--- config.mk ---
export PLATFORM = sky130hd
export DESIGN_NAME = cdb_arbiter
export DESIGN_NICKNAME = d
export VERILOG_FILES = /design/src/rtl/types_pkg.sv /design/src/rtl/cdb_fu_buffer.sv /design/src/rtl/cdb_arbiter.sv
export SDC_FILE = /design/constraint.sdc
export NUM_CORES = 1
export LEC_CHECK = 0
export ABC_AREA = 1
export ABC_CLOCK_PERIOD_IN_PS = 12100
export CAP_MARGIN = 20
export CORE_ASPECT_RATIO = 1.4
export CORE_MARGIN = 2
export CORE_UTILIZATION = 60
export DETAILED_ROUTE_END_ITERATION = 10
export PLACE_DENSITY = 0.85
export SLEW_MARGIN = 20
export SYNTH_ARGS = -nofsm -noshare
export SYNTH_HDL_FRONTEND = slang
export SYNTH_SLANG_ARGS = --single-unit
--- constraint.sdc ---
create_clock -name clk -period 12.1 [get_ports clk]
set_clock_uncertainty 0.2 [all_clocks]
set_input_delay 3.63 -clock clk [delete_from_list [all_inputs] [get_ports clk]]
set_output_delay 3.63 -clock clk [all_outputs]
set_load 0.05 [all_outputs]
--- src/rtl/types_pkg.sv ---
// ----------------------------------------------------------------------------
// types_pkg: shared widths, FU result records and the CDB broadcast record.
// Rev 1.0
// ----------------------------------------------------------------------------
`default_nettype none

package types_pkg;

    localparam int ROB_TAG_W = 5;
    localparam int PREG_W    = 7;
    localparam int XLEN      = 32;
    localparam int NUM_SRC   = 3;

    typedef enum logic [1:0] {
        SRC_ALU = 2'd0,
        SRC_MEM = 2'd1,
        SRC_BR  = 2'd2
    } cdb_src_e;

    typedef struct packed {
        logic [PREG_W-1:0]    pd;
        logic [XLEN-1:0]      data;
        logic [ROB_TAG_W-1:0] rob_tag;
    } fu_result_t;

    typedef fu_result_t alu_data;
    typedef fu_result_t mem_data;
    typedef fu_result_t b_data;

    typedef struct packed {
        logic                 valid;
        logic [PREG_W-1:0]    pd;
        logic [XLEN-1:0]      data;
        logic [ROB_TAG_W-1:0] rob_tag;
        logic                 we;
        cdb_src_e             src;
    } cdb_data;

    // Distance from the ROB head; smaller is older.
    function automatic logic [ROB_TAG_W-1:0] rob_age(input logic [ROB_TAG_W-1:0] tag,
                                                    input logic [ROB_TAG_W-1:0] head);
        return tag - head;
    endfunction

endpackage

`default_nettype wire

--- src/rtl/cdb_fu_buffer.sv ---
// ----------------------------------------------------------------------------
// cdb_fu_buffer: per-FU result slots with oldest-first select and flush squash.
// Rev 1.0
// ----------------------------------------------------------------------------
`default_nettype none

module cdb_fu_buffer
    import types_pkg::*;
#(
    parameter int DEPTH = 2
) (
    input  logic                 clk,
    input  logic                 reset_n,
    input  logic                 done,
    input  fu_result_t           in_data,
    input  logic [ROB_TAG_W-1:0] rob_head,
    input  logic                 flush_valid,
    input  logic [ROB_TAG_W-1:0] flush_tag,
    input  logic                 deq,
    output logic                 ready,
    output logic                 cand_valid,
    output fu_result_t           cand
);

    localparam int IDX_W = $clog2(DEPTH);

    logic [DEPTH-1:0]     slot_valid;
    fu_result_t           slots [DEPTH];
    logic [DEPTH-1:0]     kill;
    logic [DEPTH-1:0]     enq_sel;
    logic [DEPTH-1:0]     deq_sel;
    logic [IDX_W-1:0]     free_idx;
    logic [IDX_W-1:0]     cand_idx;
    logic [ROB_TAG_W-1:0] best_age;
    logic [ROB_TAG_W-1:0] flush_age;
    logic                 found_free;
    logic                 in_young;
    logic                 enq;

    always_comb begin
        flush_age  = rob_age(flush_tag, rob_head);
        ready      = ~&slot_valid;
        free_idx   = '0;
        found_free = 1'b0;
        cand_valid = 1'b0;
        cand_idx   = '0;
        best_age   = '1;
        for (int i = 0; i < DEPTH; i++) begin
            if (!slot_valid[i] && !found_free) begin
                free_idx   = IDX_W'(i);
                found_free = 1'b1;
            end
            // Strict compare keeps the lower slot on an age tie.
            if (slot_valid[i] && (!cand_valid || rob_age(slots[i].rob_tag, rob_head) < best_age)) begin
                cand_valid = 1'b1;
                cand_idx   = IDX_W'(i);
                best_age   = rob_age(slots[i].rob_tag, rob_head);
            end
        end
        cand     = slots[cand_idx];
        in_young = flush_valid && (rob_age(in_data.rob_tag, rob_head) > flush_age);
        enq      = done && ready && !in_young;
        for (int i = 0; i < DEPTH; i++) begin
            kill[i]    = flush_valid && (rob_age(slots[i].rob_tag, rob_head) > flush_age);
            enq_sel[i] = enq && (free_idx == IDX_W'(i));
            deq_sel[i] = deq && (cand_idx == IDX_W'(i));
        end
    end

    always_ff @(posedge clk or negedge reset_n) begin
        if (!reset_n) begin
            slot_valid <= '0;
        end else begin
            slot_valid <= (slot_valid & ~kill & ~deq_sel) | enq_sel;
        end
    end

    always_ff @(posedge clk) begin
        for (int i = 0; i < DEPTH; i++) begin
            if (enq_sel[i]) begin
                slots[i] <= in_data;
            end
        end
    end

endmodule

`default_nettype wire

--- src/rtl/cdb_arbiter.sv ---
// ----------------------------------------------------------------------------
// cdb_arbiter: round-robin CDB arbitration over ALU/MEM/BR result buffers.
// Rev 1.0
// ----------------------------------------------------------------------------
`default_nettype none

module cdb_arbiter
    import types_pkg::*;
#(
    parameter int DEPTH = 2
) (
    input  logic                 clk,
    input  logic                 reset_n,
    input  alu_data              alu_in,
    input  logic                 fu_alu_done,
    input  mem_data              mem_in,
    input  logic                 fu_mem_done,
    input  b_data                b_in,
    input  logic                 fu_b_done,
    output logic                 alu_ready,
    output logic                 mem_ready,
    output logic                 b_ready,
    input  logic [ROB_TAG_W-1:0] rob_head,
    input  logic                 flush_valid,
    input  logic [ROB_TAG_W-1:0] flush_tag,
    output cdb_data              cdb_out
);

    logic [NUM_SRC-1:0] done_v;
    logic [NUM_SRC-1:0] ready_v;
    logic [NUM_SRC-1:0] cand_valid_v;
    logic [NUM_SRC-1:0] deq_v;
    fu_result_t         in_v   [NUM_SRC];
    fu_result_t         cand_v [NUM_SRC];
    logic [1:0]         rr_ptr;
    logic [1:0]         win_src;
    logic               win_found;
    logic               grant;
    fu_result_t         win_entry;

    function automatic logic [1:0] next_src(input logic [1:0] s);
        return (s == 2'd2) ? 2'd0 : s + 2'd1;
    endfunction

    assign in_v[0] = alu_in;
    assign in_v[1] = mem_in;
    assign in_v[2] = b_in;
    assign done_v  = {fu_b_done, fu_mem_done, fu_alu_done};

    generate
        for (genvar g = 0; g < NUM_SRC; g++) begin : g_buf
            cdb_fu_buffer #(
                .DEPTH(DEPTH)
            ) u_buf (
                .clk         (clk),
                .reset_n     (reset_n),
                .done        (done_v[g]),
                .in_data     (in_v[g]),
                .rob_head    (rob_head),
                .flush_valid (flush_valid),
                .flush_tag   (flush_tag),
                .deq         (deq_v[g]),
                .ready       (ready_v[g]),
                .cand_valid  (cand_valid_v[g]),
                .cand        (cand_v[g])
            );
        end
    endgenerate

    assign alu_ready = ready_v[0];
    assign mem_ready = ready_v[1];
    assign b_ready   = ready_v[2];

    // A winner younger than the flushing branch is suppressed, not replaced.
    always_comb begin
        logic [1:0] idx;
        idx       = rr_ptr;
        win_found = 1'b0;
        win_src   = rr_ptr;
        for (int k = 0; k < NUM_SRC; k++) begin
            if (!win_found && cand_valid_v[idx]) begin
                win_found = 1'b1;
                win_src   = idx;
            end
            idx = next_src(idx);
        end
        win_entry = cand_v[win_src];
        grant     = win_found &&
                    !(flush_valid &&
                      (rob_age(win_entry.rob_tag, rob_head) > rob_age(flush_tag, rob_head)));
        deq_v     = '0;
        if (grant) begin
            deq_v[win_src] = 1'b1;
        end
    end

    always_ff @(posedge clk or negedge reset_n) begin
        if (!reset_n) begin
            cdb_out <= '0;
            rr_ptr  <= SRC_ALU;
        end else begin
            cdb_out.valid <= grant;
            if (grant) begin
                cdb_out.pd      <= win_entry.pd;
                cdb_out.data    <= win_entry.data;
                cdb_out.rob_tag <= win_entry.rob_tag;
                cdb_out.we      <= (win_entry.pd != '0);
                cdb_out.src     <= cdb_src_e'(win_src);
                rr_ptr          <= next_src(win_src);
            end
        end
    end

endmodule

`default_nettype wire
==> results_dict.tcl <==
set metrics [dict create \
    status "complete, no violations" \
    finalHoldViolCount 0 \
    holdCritPathClass "reg -> reg" \
    vias 11256 \
    synth_edf_count 264 \
    tightest_slew_ns 0.9883 \
    fp.dieArea_mm2 0.02732 \
    maxCapViolations 0 \
    cp.arrival_ns 10.73 \
    async_flop_share_pct 17.50 \
    synthXorXnorAreaFrac_pct 2.583 \
    synthesis.area_mm2 0.01559 \
    drv_slew 0 \
    avgSynthCellArea_um2 11.48 \
    max_slew_margin_pct 33.96 \
    post_cts_resized 0 \
    ys_warn_count 0 \
    port_buffers 198 \
    max_freq_mhz 94.73 \
    ant_nets 0 \
    ctsLongestPathBuffers 3 \
    initial_core_util_pct 61.23 \
    cpMaxStageDelayCell "nand2_2" \
    worstHoldStart "g_buf[0].u_buf.slots[1][23]$_DFFE_PP_" \
    drtPass1Iterations 5 \
    cp-startpoint "rob_head[0]" \
    rows 69 \
    rsz0062_at_grt "false" \
    finalCritPeriodShare_pct 87.24 \
    fin_crit_ns 10.56 \
    critical_path_class "in -> reg" \
    die_h_um 194.8 \
    holdBufCountCts 0 \
    synthCells 1359 \
    root_buffer "clkbuf_16" \
    synth-seq-cells 320 \
    setup_tns_ns 0 \
    synthSimpleGateAreaFrac_pct 15.09 \
    ys_types 44 \
    synth-compound-area-share_pct 7.606 \
    crit_path_start_kind "input pin" \
    place_congestion 0.9284 \
    overflow 0 \
    ys_seq_area_share_pct 59.82 \
    finalSetupViolations 0 \
    grt_max_degree 57 \
    wl_per_cell_um 21.38 \
    drc_errors 0 \
    place_hpwl_um 28770 \
    vias_per_cell 5.899 \
    drive_gt1_share_pct 8.902 \
    grt_pass1_wl_um 62300 \
    routed_wl_um 40790 \
    r2r_cells 32 \
    numCtsBuffers 28 \
    syn-num-nets 1619 \
    synth_top_family_by_area "simple AND/OR/NAND/NOR gates" \
    r2r_setup_slack_ns 4.82 \
    core_area_mm2 0.02547 \
    fp.dieW_um 140.3 \
    clock-sinks 320 \
    ios 199 \
    synth_largest_area_cell "edfxtp_1" \
    synth_top_area_share_pct 50.83 \
    clkTransAtPathRegs_ns 0.06 \
    antenna_found_initial 6 \
    end_kind "register" \
    detail_route.iter0.violations 835 \
    cts_tree "yes" \
    path_max_fanout 32 \
    setup.worst_path.end "cdb_out[27]$_DFFE_PN0N_" \
    synth.area.top_cells "edfxtp_1 (51%), nand2_1 (9.3%), dfrtp_1 (9.0%), ha_1 (8.1%), mux2i_1 (2.0%)" \
    reg2reg_to "cdb_out[27]$_DFFE_PN0N_" \
    grt_usage_pct 29.81 \
    nets 1822 \
    synth-adder-area-share_pct 9.515 \
    synthFlopType "edfxtp_1" \
    rr_startpoint "g_buf[2].u_buf.slots[0][0]$_DFFE_PP_" \
    required_ns 12.28 \
    n_fill_cell 1653 \
    critPathMostFrequentCell "nand2_1" \
    area_growth_pct 21.20 \
    postCtsSetupRepairBufs 0 \
    cp_slowest_stage_delay_ns 0.63 \
    grt_pass1_vias 11752 \
    clock_latency_ns 0.54 \
    cts_htree_levels 1 \
    synth.mux.area_fraction_pct 1.990 \
]
-- worst min-delay path by stage --
stage | endpoint | cells after the start | slack [ns]
2_1_floorplan | cdb_out[10]$_DFFE_PN0N_ | 2 | 0.29
3_3_place_gp | cdb_out[19]$_DFFE_PN0N_ | 2 | 0.29
3_5_place_dp | cdb_out[26]$_DFFE_PN0N_ | 2 | 0.31
4_1_cts | cdb_out[26]$_DFFE_PN0N_ | 2 | 0.32
5_1_grt | cdb_out[26]$_DFFE_PN0N_ | 2 | 0.34
6_report | cdb_out[26]$_DFFE_PN0N_ | 2 | 0.32
-- cell usage in the layout (no fill, tap or decap), types with 3 or more instances in the layout --
cell               n
nor2_1            49
clkbuf_1           6
o221ai_1           6
inv_2             10
edfxtp_1         264
nand3_1           48
clkbuf_8           5
buf_4             23
a31oi_1            7
clkbuf_16         29
diode_2            5
mux2i_1           31
xnor2_1           19
nand2_2            6
bufinv_16          3
or2_2             31
clkinv_2           5
nor2_4             9
nand2_1          381
nor3_1             3
clkdlybuf4s50_1  197
nand4_1            7
nand3_2            3
o211ai_1          31
a21oi_1           57
inv_1             60
xor2_1            27
nor2_2             4
fa_1              11
o21ai_1            9
o2111ai_1         29
ha_1             101
o21ai_0           34
dfrtp_1           56
-- per-stage QoR --
step	area, um^2	hold slack (ns)	std cells	util [%]	setup WS, ns
after floorplan	15600	0.2928	1359	-	3.126
after global placement	17930	0.2931	1851	70.41	1.344
after detailed placement	17930	0.3086	1851	70.41	1.056
after CTS	18890	0.3225	1903	74.16	1.593
after global routing	18900	0.3428	1908	74.21	0.8180
final	18900	0.3179	1908	74.21	1.544
-- per-layer routing --
layer	global-route usage, %	vias to the layer above	share of wire, %	wire [um]
met3	4.656	120	7.6	3107
met2	53.40	511	52	21030
li1	-	5205	-	-
met1	34.54	5420	36	14490
met5	0	-	0	0
met4	15.15	0	5.3	2174
-- synthesized netlist by cell type (29+ instances only) --
master / n
edfxtp_1: 264
nand2_1: 385
or2_2: 31
a21oi_1: 57
nand3_1: 48
mux2i_1: 31
ha_1: 101
o21ai_0: 34
inv_1: 60
dfrtp_1: 56
o2111ai_1: 29
o211ai_1: 31
nor2_1: 55
-- registers in the layout (all words and copies together), names as in the netlist --
register                flops
g_buf.u_buf.slot_valid      6
cdb_out                    48
rr_ptr                      2
g_buf.u_buf.slots         264
-- kinds of logic (layout without fill, tap and decap cells) --
logic type | Yosys count | count (layout)
muxes | 31 | 31
adders and majority gates | 112 | 112
other | 0 | 5
and+or+nand+nor | 548 | 548
DFF | 320 | 320
buffers and inverters | 118 | 343
xor gates and xnor gates | 46 | 46
AOI/OAI and AO/OA | 184 | 184
-- area by class of cell --
class                           count  area [um^2]  share of cell area (%)
Tap cell                          319        399.1                   2.112
Timing Repair Buffer              221         2150                   11.37
Inverter                           70        262.8                   1.390
Clock buffer                       40        817.0                   4.323
Antenna cell                        5        12.51                 0.06620
Sequential cell                   320         9329                   49.36
Multi-Input combinational cell    921         5792                   30.64
Clock inverter                     12        138.9                  0.7348
-- worst max-delay path: cells and delay by family --
kind | cells | cell delay [ns]
fa+ha+maj | 5 | 1.60
buf+inv | 6 | 1.54
compound gates | 7 | 1.39
xor+xnor | 3 | 0.50
simple gates | 13 | 2.05
Power is left out: the tool's default activity adds up to more than one toggle a clock period on the data nets, which glitch-free logic cannot reach.
